File: src/rtl/chunked_adder_pkg.sv
// chunked_adder_pkg: shared state encoding, sizing helpers and result flags for chunked_serial_adder
package chunked_adder_pkg;
  typedef enum logic [1:0] {IDLE, RUN, DONE} state_t;
  function automatic int nchunk(input int width, input int chunk);
    return width / chunk;
  endfunction
  function automatic int idx_w(input int n);
    return (n > 1) ? $clog2(n) : 1;
  endfunction
  function automatic logic [1:0] flags(input logic c_msb_in, input logic c_out, input logic all_zero);
    return {c_msb_in ^ c_out, all_zero};
  endfunction
endpackage

File: src/rtl/chunk_adder.sv
// chunk_adder: combinational CHUNK-bit ripple adder built from full-adder cells
module chunk_adder #(
  parameter int CHUNK = 4
) (
  input  logic [CHUNK-1:0] a_chunk,
  input  logic [CHUNK-1:0] b_chunk,
  input  logic             cin,
  output logic [CHUNK-1:0] s_chunk,
  output logic             cout,
  output logic             c_msb_in
);
  logic [CHUNK:0] w_c;
  assign w_c[0] = cin;
  for (genvar i = 0; i < CHUNK; i++) begin : g_fa
    assign s_chunk[i] = a_chunk[i] ^ b_chunk[i] ^ w_c[i];
    assign w_c[i+1]   = (a_chunk[i] & b_chunk[i]) | (w_c[i] & (a_chunk[i] ^ b_chunk[i]));
  end
  assign cout     = w_c[CHUNK];
  assign c_msb_in = w_c[CHUNK-1];
endmodule

File: src/rtl/chunked_serial_adder.sv
// chunked_serial_adder: multi-cycle WIDTH-bit adder, CHUNK bits per clock, valid/ready on both sides
// CHUNKED_ADDER_SUBTRACT_EN adds a 'sub' input computing a + ~b + 1.
module chunked_serial_adder
  import chunked_adder_pkg::*;
#(
  parameter int WIDTH = 32,
  parameter int CHUNK = 4
) (
  input  logic             clk,
  input  logic             reset_n,
  input  logic             in_valid,
  output logic             in_ready,
  input  logic [WIDTH-1:0] a,
  input  logic [WIDTH-1:0] b,
  input  logic             carryin,
`ifdef CHUNKED_ADDER_SUBTRACT_EN
  input  logic             sub,
`endif
  output logic             out_valid,
  input  logic             out_ready,
  output logic [WIDTH-1:0] sum,
  output logic             carryout,
  output logic             overflow,
  output logic             zero
);
  localparam int NCHUNK = nchunk(WIDTH, CHUNK);
  localparam int IDX_W  = idx_w(NCHUNK);

  if (WIDTH % CHUNK != 0) begin : g_bad_chunk
    $error("WIDTH must be a multiple of CHUNK");
  end

  state_t           r_state;
  logic [IDX_W-1:0] r_idx;
  logic             r_carry;
  logic [WIDTH-1:0] r_a, r_b, r_acc;
  logic [CHUNK-1:0] w_s;
  logic             w_cout, w_cmsb, w_accept, w_last, w_c_in;
  logic [WIDTH-1:0] w_b_in, w_acc_next;
  logic [1:0]       w_flags;

`ifdef CHUNKED_ADDER_SUBTRACT_EN
  assign w_b_in = sub ? ~b : b;
  assign w_c_in = sub | carryin;
`else
  assign w_b_in = b;
  assign w_c_in = carryin;
`endif

  assign in_ready   = reset_n && (r_state == IDLE || (r_state == DONE && out_ready));
  assign out_valid  = r_state == DONE;
  assign w_accept   = in_valid && in_ready;
  assign w_last     = r_idx == IDX_W'(NCHUNK - 1);
  // Operands shift down one chunk per cycle; finished chunks enter the accumulator from the top.
  assign w_acc_next = (WIDTH'(w_s) << (WIDTH - CHUNK)) | (r_acc >> CHUNK);
  assign w_flags    = flags(w_cmsb, w_cout, w_acc_next == '0);

  chunk_adder #(.CHUNK(CHUNK)) u_chunk (
    .a_chunk (r_a[CHUNK-1:0]),
    .b_chunk (r_b[CHUNK-1:0]),
    .cin     (r_carry),
    .s_chunk (w_s),
    .cout    (w_cout),
    .c_msb_in(w_cmsb)
  );

  always_ff @(posedge clk or negedge reset_n) begin
    if (!reset_n) begin
      r_state  <= IDLE;
      r_idx    <= '0;
      r_carry  <= 1'b0;
      r_a      <= '0;
      r_b      <= '0;
      r_acc    <= '0;
      sum      <= '0;
      carryout <= 1'b0;
      overflow <= 1'b0;
      zero     <= 1'b0;
    end else begin
      case (r_state)
        IDLE, DONE: begin
          if (w_accept) begin
            r_a     <= a;
            r_b     <= w_b_in;
            r_carry <= w_c_in;
            r_idx   <= '0;
            r_state <= RUN;
          end else if (r_state == DONE && out_ready) begin
            r_state <= IDLE;
          end
        end
        RUN: begin
          r_a     <= r_a >> CHUNK;
          r_b     <= r_b >> CHUNK;
          r_carry <= w_cout;
          r_acc   <= w_acc_next;
          r_idx   <= r_idx + IDX_W'(1);
          if (w_last) begin
            sum                <= w_acc_next;
            carryout           <= w_cout;
            {overflow, zero}   <= w_flags;
            r_state            <= DONE;
          end
        end
        default: r_state <= IDLE;
      endcase
    end
  end
endmodule
File: config.mk
export PLATFORM = sky130hd
export DESIGN_NAME = chunked_serial_adder
export DESIGN_NICKNAME = d
export VERILOG_FILES = /design/src/rtl/chunked_adder_pkg.sv /design/src/rtl/chunk_adder.sv /design/src/rtl/chunked_serial_adder.sv
export SDC_FILE = /design/constraint.sdc
export NUM_CORES = 1
export LEC_CHECK = 0
export ABC_AREA = 1
export BUFFER_PORTS_ARGS = -buffer_cell sky130_fd_sc_hd__buf_2
export CAP_MARGIN = 20
export CORE_MARGIN = 2
export CORE_UTILIZATION = 35
export DETAILED_ROUTE_END_ITERATION = 10
export HOLD_SLACK_MARGIN = 0.05
export SKIP_LAST_GASP = 1
export SLEW_MARGIN = 40
export SYNTH_ARGS = -nofsm -noshare
export SYNTH_HDL_FRONTEND = slang
export SYNTH_SLANG_ARGS = --single-unit
export TNS_END_PERCENT = 50
File: constraint.sdc
create_clock -name clk -period 2.9 [get_ports clk]
set_input_delay 0.58 -clock clk [delete_from_list [all_inputs] [get_ports clk]]
set_output_delay 0.58 -clock clk [all_outputs]
set_load 0.02 [all_outputs]
* Yosys cells after proc, flatten, opt, wreduce, memory -nomap -nowiden
Cells that the tools add are included.
Operators by class: add/sub/neg operators 1, equal/unequal tests 6, muxes and demuxes 12, bitwise logic cells 22, reduce and logical (&&, ||, !) cells 11
Operators with widths (number):
- $pmux W32 S2 | 2
- $mux W32 | 2
- $logic_not A32 Y1 | 1
- $or A32 B28 Y32 | 1
- $xor A1 B1 Y1 | 9
- $and A1 B1 Y1 | 8
- $mux W2 | 3
- $pmux W3 S2 | 1
- $reduce_and A2 Y1 | 3
- $ne A2 B2 Y1 const B | 2
- $or A1 B1 Y1 | 4
- $pmux W2 S2 | 1
- $add A3 B1 Y3 const B | 1
- $eq A3 B3 Y1 const B | 1
- $logic_and A1 B1 Y1 | 3
- $mux W3 | 1
- $ne A3 B3 Y1 const B | 1
- $eq A2 B1 Y1 const B | 1
- $eq A2 B2 Y1 const B | 1
- $logic_not A2 Y1 | 1
- $pmux W1 S2 | 1
- $reduce_bool A2 Y1 | 1
- $reduce_or A2 Y1 | 1
- $logic_or A1 B1 Y1 | 1
- $mux W1 | 1
Word-level totals: flip-flop bits (word level) 137, input port bits 69, output and inout port bits 37

* Logic depth before layout (Yosys ltp)
Gate-level depths: netlist of the first run.
depth after elaboration 10, mapped depth 13, mapped depth without buffers 13

* Cells and area by module
A second synthesis of the first run with hierarchy kept.
Unflattened totals: cell total of the unflattened synthesis 702, area, all modules 5918.2 um^2
Modules (own cells, without submodules):
- chunked_serial_adder | instances 1, cells each 690, area each 5808.1 um^2, sequential area each 3328.2 um^2
- chunk_adder | instances 1, cells each 12, area each 110.1 um^2, sequential area each 0.0 um^2

* Least setup slack after synthesis of the first run
No wires, ideal clock.
path type reg-to-reg, start point register r_carry, end point register zero, arrival 2.183 ns, data required time 2.776 ns, slack 0.593 ns, cell stages (with the launch flop) 14, buffers on the path 0, path through dfrtp_1 inv_1 fa_1 inv_1 fa_1 fa_1 inv_1 fa_1 inv_1 nor2_1 nand2_1 nor2_1 nand3_1 o21bai_1
Between the ends: cells in the longest elaborated chain, start to end 9, elaborated cells between the ends (all ways) 12
RTL lines:
- start, declared | RTL line chunked_serial_adder.sv:35 | logic r_carry;
- start signal, assigned | RTL line chunked_serial_adder.sv:85 | r_carry <= w_c_in;
- start signal, assigned | RTL line chunked_serial_adder.sv:95 | r_carry <= w_cout;
- $and A1 B1 Y1 | RTL line chunk_adder.sv:16 | assign w_c[i+1] = (a_chunk[i] & b_chunk[i]) | (w_c[i] & (a_chunk[i] ^ b_chunk[i]));
- $or A1 B1 Y1 | RTL line chunk_adder.sv:16
- $and A1 B1 Y1 | RTL line chunk_adder.sv:16
- $or A1 B1 Y1 | RTL line chunk_adder.sv:16
- $and A1 B1 Y1 | RTL line chunk_adder.sv:16
- $or A1 B1 Y1 | RTL line chunk_adder.sv:16
- $xor A1 B1 Y1 | RTL line chunk_adder.sv:15 | assign s_chunk[i] = a_chunk[i] ^ b_chunk[i] ^ w_c[i];
- $or A32 B28 Y32 * | RTL line chunked_serial_adder.sv:55 | assign w_acc_next = (WIDTH'(w_s) << (WIDTH - CHUNK)) | (r_acc >> CHUNK);
- $logic_not A32 Y1 * | RTL line chunked_serial_adder.sv:56 | assign w_flags = flags(w_cmsb, w_cout, w_acc_next == '0);
- end signal, assigned | RTL line chunked_serial_adder.sv:101 | {overflow, zero} <= w_flags;
- end, declared | RTL line chunked_serial_adder.sv:24 | output logic zero
Every way passes the cells marked *; elsewhere a longest branch is shown, timed or not. A chain may end at the register's enable or synchronous reset.

* Final worst setup path of the first run
start point register r_a[0], end point register zero
Between the ends: cells in the longest elaborated chain, start to end 10, elaborated cells between the ends (all ways) 14
RTL lines:
- start, declared | RTL line chunked_serial_adder.sv:36 | logic [WIDTH-1:0] r_a, r_b, r_acc;
- start signal, assigned | RTL line chunked_serial_adder.sv:93 | r_a <= r_a >> CHUNK;
- $xor A1 B1 Y1 | RTL line chunk_adder.sv:15, chunk_adder.sv:16
- $and A1 B1 Y1 | RTL line chunk_adder.sv:16
- $or A1 B1 Y1 | RTL line chunk_adder.sv:16
- $and A1 B1 Y1 | RTL line chunk_adder.sv:16
- $or A1 B1 Y1 | RTL line chunk_adder.sv:16
- $and A1 B1 Y1 | RTL line chunk_adder.sv:16
- $or A1 B1 Y1 | RTL line chunk_adder.sv:16
- $xor A1 B1 Y1 | RTL line chunk_adder.sv:15
- $or A32 B28 Y32 * | RTL line chunked_serial_adder.sv:55
- $logic_not A32 Y1 * | RTL line chunked_serial_adder.sv:56
Marked as above.

==> results of run 1 <==
==> final cells by class <==
class                   instances  area, um^2
repair buffers                116       680.7
diodes                          2       5.005
clock buffers                  21       460.4
clock inverters                11       155.1
multi-input cells             441        2197
well taps                     225       281.5
fillers                      1740        9742
flip-flops and latches        133        3328
inverters                      87       326.6
==> layer usage <==
| layer | GRT usage [%] | vias to the layer above | part of all wire [%] |
|---|---|---|---|
| li1 | - | 2383 | - |
| met1 | 20.71 | 2163 | 48 |
| met2 | 22.98 | 107 | 44 |
| met3 | 6.003 | 15 | 6.3 |
| met4 | 4.167 | 2 | 1.1 |
| met5 | 0 | - | 0.099 |
==> critical path, stage by stage (launching register included) <==
cell and delay, ps:
dfrtp_1 350, inv_1 110, fa_1 190, inv_1 50
fa_1 380, fa_1 410, inv_1 80, fa_1 440
inv_1 70, nor2_1 40, nand2_1 50, nor2_1 40
nand3_1 60, o21bai_1 60
==> cells by family (layout without fill, tap and decap cells) <==
family	after synthesis	in the layout	synth area share [%]
xor+xnor	1	1	0.1435
fa+ha+maj	6	6	1.722
other cells	0	2	0
buf+inv	127	235	9.635
compound gates	167	167	16.93
flops	133	133	54.53
simple gates	267	267	17.04
==> worst min path at each step <==
stage	startpoint	endpoint	slack, ps
2_1_floorplan	reset_n	carryout	280
3_5_place_dp	sum[3]	sum[3]	460
6_report	reset_n	sum[6]	120
5_1_grt	reset_n	sum[9]	120
4_1_cts	reset_n	sum[5]	320
3_3_place_gp	sum[21]	sum[21]	460
==> placed cells by master, fill, tap and decap left out, types with 7 or more instances in the layout <==
cell	instances
nand3_1	13
buf_2	104
o21ai_0	106
nor2_1	19
clkinv_2	7
clkbuf_16	17
nand2_1	230
o21ai_1	7
o21ai_2	51
inv_1	87
dfrtp_1	133
==> state kept, by name, indices dropped and copies added (netlist names) <==
signal,cells
zero,1
r_acc,28
r_carry,1
carryout,1
r_b,32
sum,32
r_state,2
overflow,1
r_idx,3
r_a,32
==> report_power, final <==
part	internal (mW)	total [mW]	switching, mW
clock network	1.47	2.25	0.780
logic	1.25	3.64	2.39
registers	2.65	3.01	0.360
total	5.37	8.90	3.53
==> metrics by stage <==
step,util [%],power (mW)
2_1_floorplan,-,5.873
3_3_place_gp,39.53,6.647
3_5_place_dp,39.55,6.739
4_1_cts,43.14,9.035
5_1_grt,43.25,9.668
6_report,43.28,8.901
==> flow_summary.ini, run 1 <==
[outcome]
outcome = complete, no violations

[drt]
routed-via-count = 4670
wirelength_um = 13140
drtIter0Drc = 210
wire_per_inst_um = 12.68
antenna_left = 0
via_per_inst = 4.508
drcViolationCount = 0
dr.pass1.iters = 5

[synthesis]
synth_edf_count = 0
avgSynthCellArea_um2 = 8.707
syn-num-nets = 776
yosys-top-cells-area = dfrtp_1 (55%), nand2_1 (14%), o21ai_0 (8.7%), o21ai_2 (7.3%), inv_1 (5.4%)
synth.largest_area_cell = dfrtp_1
synthesis.area_mm2 = 0.006103
synth_warnings = 0
yosysMostFrequentCell = nand2_1
synthTopCellsByCount = nand2_1 (230), dfrtp_1 (133), o21ai_0 (106), inv_1 (87), o21ai_2 (51)
yosys.area.top_type_share_pct = 54.53
ys_ff_latch = 133
synth_cells = 701
synth_async_sr_flop_share_pct = 100.0
synth_ff_type = dfrtp_1
yosysSeqAreaShare_pct = 54.53
ys_types = 21

[place]
postPlaceCellArea_mm2 = 0.006794
io_buffers = 105
dp_cells = 1001
gp_congestion = 0.7272
detailedPlacementHpwl_um = 8845
dp_slack_ps = 454.8

[timing]
drv_slew = 0
layout_min_cycle_time_ps = 2435
worst_hold_slack_ps = 122.1
hold_violations = 0
post-route-period-util_pct = 83.96
worst_slew_pin_slew_ps = 699.4
slew-limit-headroom_pct = 53.37
finClkSkew_ps = 6.147
worst_slack_ps = 465.3
rsz0062_at_grt = no
setup_viol = 0
tns_ps = 0
fmax_mhz = 410.7

[global_route]
gr-total-overflow = 0
grt_pass1_vias = 4462
track_usage_pct = 15.34
grt_pass1_wl_um = 22160
grt_max_degree = 115
grt_antenna_before_repair = 3

[clocking]
cts.repair.resized = 0
root_buffer = clkbuf_16
worst_skew_pair.late_latency_ps = 420
cts_num_sinks = 133
clkSlewWorstSetupHoldPaths_ps = 50
clockBufferDepth = 2
post_cts_buffers = 0
cts_hold_buf = 0
cts_made_buffers = 17
cts_tree = yes
ctsHtreeMaxLevel = 4

[die]
die_area_mm2 = 0.01851
start_util_pct = 35.53
rows = 48
die_w_um = 136.1
core_area_mm2 = 0.01718
die_h_um = 136.1
io_pins = 106

[cells_and_area]
drive_above_1_share_pct = 24.97
final_nets = 871
final_area_mm2 = 0.007435
fin_cells = 1036
syn_to_final_growth_pct = 21.81

[hold_path]
hold_path_class = in -> async

[critical_path]
r2r-end = zero
startpoint = r_a[0]
ff2ff_path_depth = 13
crit_fanout = 3
timing.rr.start = r_a[0]
rrSetupSlack_ps = 470
critPathCapture = zero
crit_type = reg -> reg
arrival_ps = 2730
cp-start-kind = register
cp-end-kind = register
crit_required_ps = 3200

[pwr]
p_per_area_mw_per_mm2 = 1197
irDropWorstVdd_mv = 0.5710
p_leak_nw = 3.791

[job]
cap_viol_max_count = 0
(Power assumes the default switching activity.)
==> run 2: changes to the inputs <==
==> constraint.sdc (replaced) <==
create_clock -name clk -period 2.37 [get_ports clk]
set_input_delay 0.474 -clock clk [delete_from_list [all_inputs] [get_ports clk]]
set_output_delay 0.474 -clock clk [all_outputs]
set_load 0.02 [all_outputs]
==> run 2 against run 1 <==
Against the previous run:
- sequential power is 23% higher
- sequential share of layout area hardly changed
- fmax is 2.1% higher
- largest power group unchanged
- the run now ends with setup timing left
- critical path depth stayed put
==> flow_summary.ini, run 2 (synthesis results as in run 1) <==
[outcome]
outcome = finished, violations left
violations = setup timing

[cells_and_area]
drive_above_1_share_pct = 25.46
num-fill-cells = 1726
ff_latch_area_mm2 = 0.003328
multi_input_area_mm2 = 0.002202
final_common_cell = nand2_1
reg_top3 = r_a (32), r_b (32), sum (32)
syn_to_final_growth_pct = 21.83
final_nets = 872
mostFrequentLayoutCells = nand2_1 (230), dfrtp_1 (133), o21ai_0 (106), buf_2 (104), inv_1 (87)

[die]
rows = 48
die_area_mm2 = 0.01851
die_w_um = 136.1
start_util_pct = 35.53
core_area_mm2 = 0.01718
die_h_um = 136.1
io_pins = 106

[global_route]
grt_max_degree = 134
gr-total-overflow = 0
grt_antenna_before_repair = 3
track_usage_pct = 15.40
grt_pass1_vias = 4424
grt_pass1_wl_um = 22360

[pwr]
p_per_area_mw_per_mm2 = 1460
p_leak_nw = 3.786
total_power_mw = 10.86
irDropWorstVdd_mv = 0.6506

[critical_path]
crit_fanout = 3
cp-end-kind = register
crit_path_top_delay_cell = fa_1
crit_top_cell = inv_1
cp-start-kind = register
critical_path_buf_inv_count = 4
arrival_ps = 2720
crit_type = reg -> reg
crit_family = adder cells
slowest_delay_ps = 520
crit_required_ps = 2700
crit_chain = inv_1, fa_1, inv_1, fa_2, fa_2, inv_1, fa_1, inv_1, nor2_1, nand2_1, nor2_1, nand3_1, o21bai_1

[timing]
slew-limit-headroom_pct = 52.08
finClkSkew_ps = 4.100
hold_violations = 0
tns_ps = -14.55
layout_min_cycle_time_ps = 2385
setup_viol = 1
drv_slew = 0
worst_slew_pin_slew_ps = 718.7
worst_slack_ps = -14.55
rsz0062_at_grt = yes
post-route-period-util_pct = 100.6
fmax_mhz = 419.4

[clocking]
clockBufferDepth = 2
ctsHtreeMaxLevel = 4
root_buffer = clkbuf_16
worst_skew_pair.late_latency_ps = 410
cts_num_sinks = 133
post_cts_buffers = 0
cts_tree = yes
cts_made_buffers = 17
cts_hold_buf = 0
clkSlewWorstSetupHoldPaths_ps = 50

[drt]
dr.pass1.iters = 5
drcViolationCount = 0
antenna_left = 0
drtIter0Drc = 260
routed-via-count = 4642
wirelength_um = 13230
wire_per_inst_um = 12.77
via_per_inst = 4.481

[place]
detailedPlacementHpwl_um = 8687
io_buffers = 105
gp_congestion = 0.7115

[job]
cap_viol_max_count = 0

[hold_path]
hold_path_class = in -> async
run 2: cell count changes in the layout (fill, tap and decap cells not counted):
cell,before,now
buf_4,5,7
buf_6,2,1
bufinv_16,4,3
clkbuf_1,2,0
clkbuf_8,2,4
clkinv_2,7,6
clkinvlp_4,0,1
fa_1,4,2
fa_2,0,2
run 2: per-stage QoR:
stage	instance area, um^2	worst slack [ps]	hold WS (ps)	cells	util (%)
4_1_cts	7431	-42.81	202.6	1034	43.26
6_report	7436	-14.55	165.6	1036	43.29
5_1_grt	7431	-242.3	229.5	1034	43.26
2_1_floorplan	6103	63.20	178.4	701	-
3_3_place_gp	6818	4.533	457.9	1003	39.69
3_5_place_dp	6818	-85.05	462.4	1003	39.69
run 2: layout make-up:
cell class / count / share of cell area [%]
Inverter: 87 / 4.392
Sequential cell: 133 / 44.76
Timing Repair Buffer: 117 / 9.204
Clock buffer: 21 / 6.461
Antenna cell: 2 / 0.06731
Multi-Input combinational cell: 441 / 29.61
Tap cell: 225 / 3.786
Clock inverter: 10 / 1.716
run 2: routing by layer:
metal | part of all wire, % | GRT usage, % | vias up
li1 | - | - | 2382
met2 | 44 | 22.89 | 105
met4 | 1.1 | 4.340 | 2
met1 | 48 | 21.04 | 2137
met5 | 0.098 | 0 | -
met3 | 6.6 | 5.779 | 16
run 2: worst paths after layout:
path	from	endpoint	slack, ps	cells after the start
max	r_carry	zero	-10	13
min	reset_n	sum[2]	170	2
max reg2reg	r_carry	zero	-10	13
min reg2reg	sum[7]	sum[7]	470	2
max in group asynchronous	reset_n	sum[25]	1660	2
min in group clk	a[29]	r_a[29]	300	3
run 2: power by group:
| part | internal [mW] | leakage, nW | switching (mW) |
|---|---|---|---|
| clock network | 1.75 | 0.304 | 0.942 |
| registers | 3.24 | 1.71 | 0.450 |
| logic | 1.53 | 1.77 | 2.95 |
run 2: repair_timing:
action	CTS	global route
endpoints found under the setup margin	1	1
resized for setup	2	0
gates cloned	0	0
==> run 3: changes to the inputs <==
--- a/config.mk
+++ b/config.mk
@@ -8,7 +8,6 @@
 export ABC_AREA = 1
 export BUFFER_PORTS_ARGS = -buffer_cell sky130_fd_sc_hd__buf_2
 export CAP_MARGIN = 20
-export CORE_MARGIN = 2
 export CORE_UTILIZATION = 35
 export DETAILED_ROUTE_END_ITERATION = 10
 export HOLD_SLACK_MARGIN = 0.05
==> run 3 against run 2 <==
Against the previous run:
- the flow now finishes without violations
- die area down 2.9%
- register-to-register slack better by 30 ps
- sequential share of layout area up 0.11 points
- utilization rose by 0.82 points
- wire length decreased by 1.6%
- combinational power barely moved
- clock-buffer cell count up 5
- worst hold slack better by 32 ps
- cell area down 0.24%
- largest cell class unchanged
- largest power group unchanged
==> flow_summary.ini, run 3 (synthesis results as in run 1) <==
[outcome]
outcome = complete, no violations

[timing]
worst_slew_pin_slew_ps = 710.8
tns_ps = 0
finClkSkew_ps = 7.212
hold_violations = 0
layout_min_cycle_time_ps = 2354
slew-limit-headroom_pct = 52.61
setup_viol = 0
post-route-period-util_pct = 99.33
rsz0062_at_grt = yes
drv_slew = 0
fmax_mhz = 424.8

[drt]
drtIter0Drc = 233
dr.pass1.iters = 4
wirelength_um = 13020
routed-via-count = 4610
drcViolationCount = 0
via_per_inst = 4.463
antenna_left = 0
wire_per_inst_um = 12.60

[global_route]
grt_pass1_vias = 4500
gr-total-overflow = 0
grt_antenna_before_repair = 1
track_usage_pct = 15.82
grt_max_degree = 134
grt_pass1_wl_um = 22340

[die]
die_w_um = 134.1
die_h_um = 134.1
die_area_mm2 = 0.01797
core_area_mm2 = 0.01682
io_pins = 106
start_util_pct = 36.29
rows = 47

[clocking]
clkSlewWorstSetupHoldPaths_ps = 50
clockBufferDepth = 2
ctsHtreeMaxLevel = 4
worst_skew_pair.late_latency_ps = 410
root_buffer = clkbuf_16
cts.repair.resized = 2
post_cts_buffers = 0
cts_hold_buf = 0
cts_num_sinks = 133
cts_tree = yes
cts_made_buffers = 17

[critical_path]
cp-end-kind = register
ff2ff_path_depth = 13
timing.rr.start = r_carry
crit_required_ps = 2700
r2r-end = zero
rrSetupSlack_ps = 20
cp-start-kind = register
arrival_ps = 2690
crit_type = reg -> reg
crit_fanout = 3

[job]
cap_viol_max_count = 0

[cells_and_area]
drive_above_1_share_pct = 25.25
reg_top3 = r_a (32), r_b (32), sum (32)
syn_to_final_growth_pct = 21.55
mostFrequentLayoutCells = nand2_1 (230), dfrtp_1 (133), o21ai_0 (106), buf_2 (104), inv_1 (86)
fin_cells = 1033
final_area_mm2 = 0.007418
final_nets = 876
final_common_cell = nand2_1

[place]
io_buffers = 105
postPlaceCellArea_mm2 = 0.006842
gp_congestion = 0.7372
detailedPlacementHpwl_um = 8647
dp_cells = 1002

[pwr]
p_per_area_mw_per_mm2 = 1449
sequentialPowerShare_pct = 34.4
irDropWorstVdd_mv = 0.7981
p_switching_mw = 4.271
p_leak_nw = 3.779
p_sw_share_pct = 39.73
clkPwrFrac_pct = 23.6
total_power_mw = 10.75
internal_power_mw = 6.481
share_comb_of_total_power_pct = 42.0

[hold_path]
hold_path_class = in -> async
-- run 3: how the worst max path moves through the flow --
| stage | startpoint | to | slack, ps |
|---|---|---|---|
| floorplan | r_carry | zero | 60 |
| global placement | r_carry | zero | -10 |
| detailed placement | r_carry | zero | -40 |
| CTS | r_a[0] | zero | 3 |
| global route | r_carry | zero | -150 |
| finish | r_carry | zero | 20 |
-- run 3: metal layers --
metal	wire length (um)	GRT usage, %
met2	5697	23.37
met1	6251	21.59
met5	0	0
met4	127	4.307
met3	939	6.085
-- run 3: critical path, cell delays in order, from the launching register on --
cell and delay [ps]:
dfrtp_1 330, inv_2 50, fa_1 400, inv_1 80
fa_2 200, fa_2 200, inv_1 50, fa_1 510
inv_1 50, nor2_1 80, nand2_1 50, nor2_1 80
nand3_1 70, o21bai_1 130
-- run 3: area by class of cell --
type                       count  area [um^2]
clock inverter                 4        70.07
tap                          220        275.3
antenna                        1        2.502
clock buffer                  26        499.2
fill                        1688         9400
inverter                      87        326.6
multi-input combinational    441         2202
sequential                   133         3328
timing repair buffer         121        714.4
-- run 3: metrics by stage --
stage / setup slack, ps / utilization [%] / hold WS (ps)
after floorplan: 63.20 / - / 178.4
after detailed placement: -37.56 / 40.68 / 460.2
final: 15.97 / 44.11 / 197.2
after global placement: -12.80 / 40.68 / 457.4
after global routing: -148.6 / 44.09 / 257.6
after CTS: 3.234 / 44.08 / 228.2
-- run 3: power groups by stage --
stage / sequential (mW) / clock (mW) / combinational (mW)
5_1_grt: 3.81 / 2.72 / 5.22
4_1_cts: 3.70 / 2.62 / 4.62
3_3_place_gp: 3.71 / 0 / 4.50
2_1_floorplan: 3.93 / 0 / 3.26
6_report: 3.70 / 2.54 / 4.51
3_5_place_dp: 3.74 / 0 / 4.59
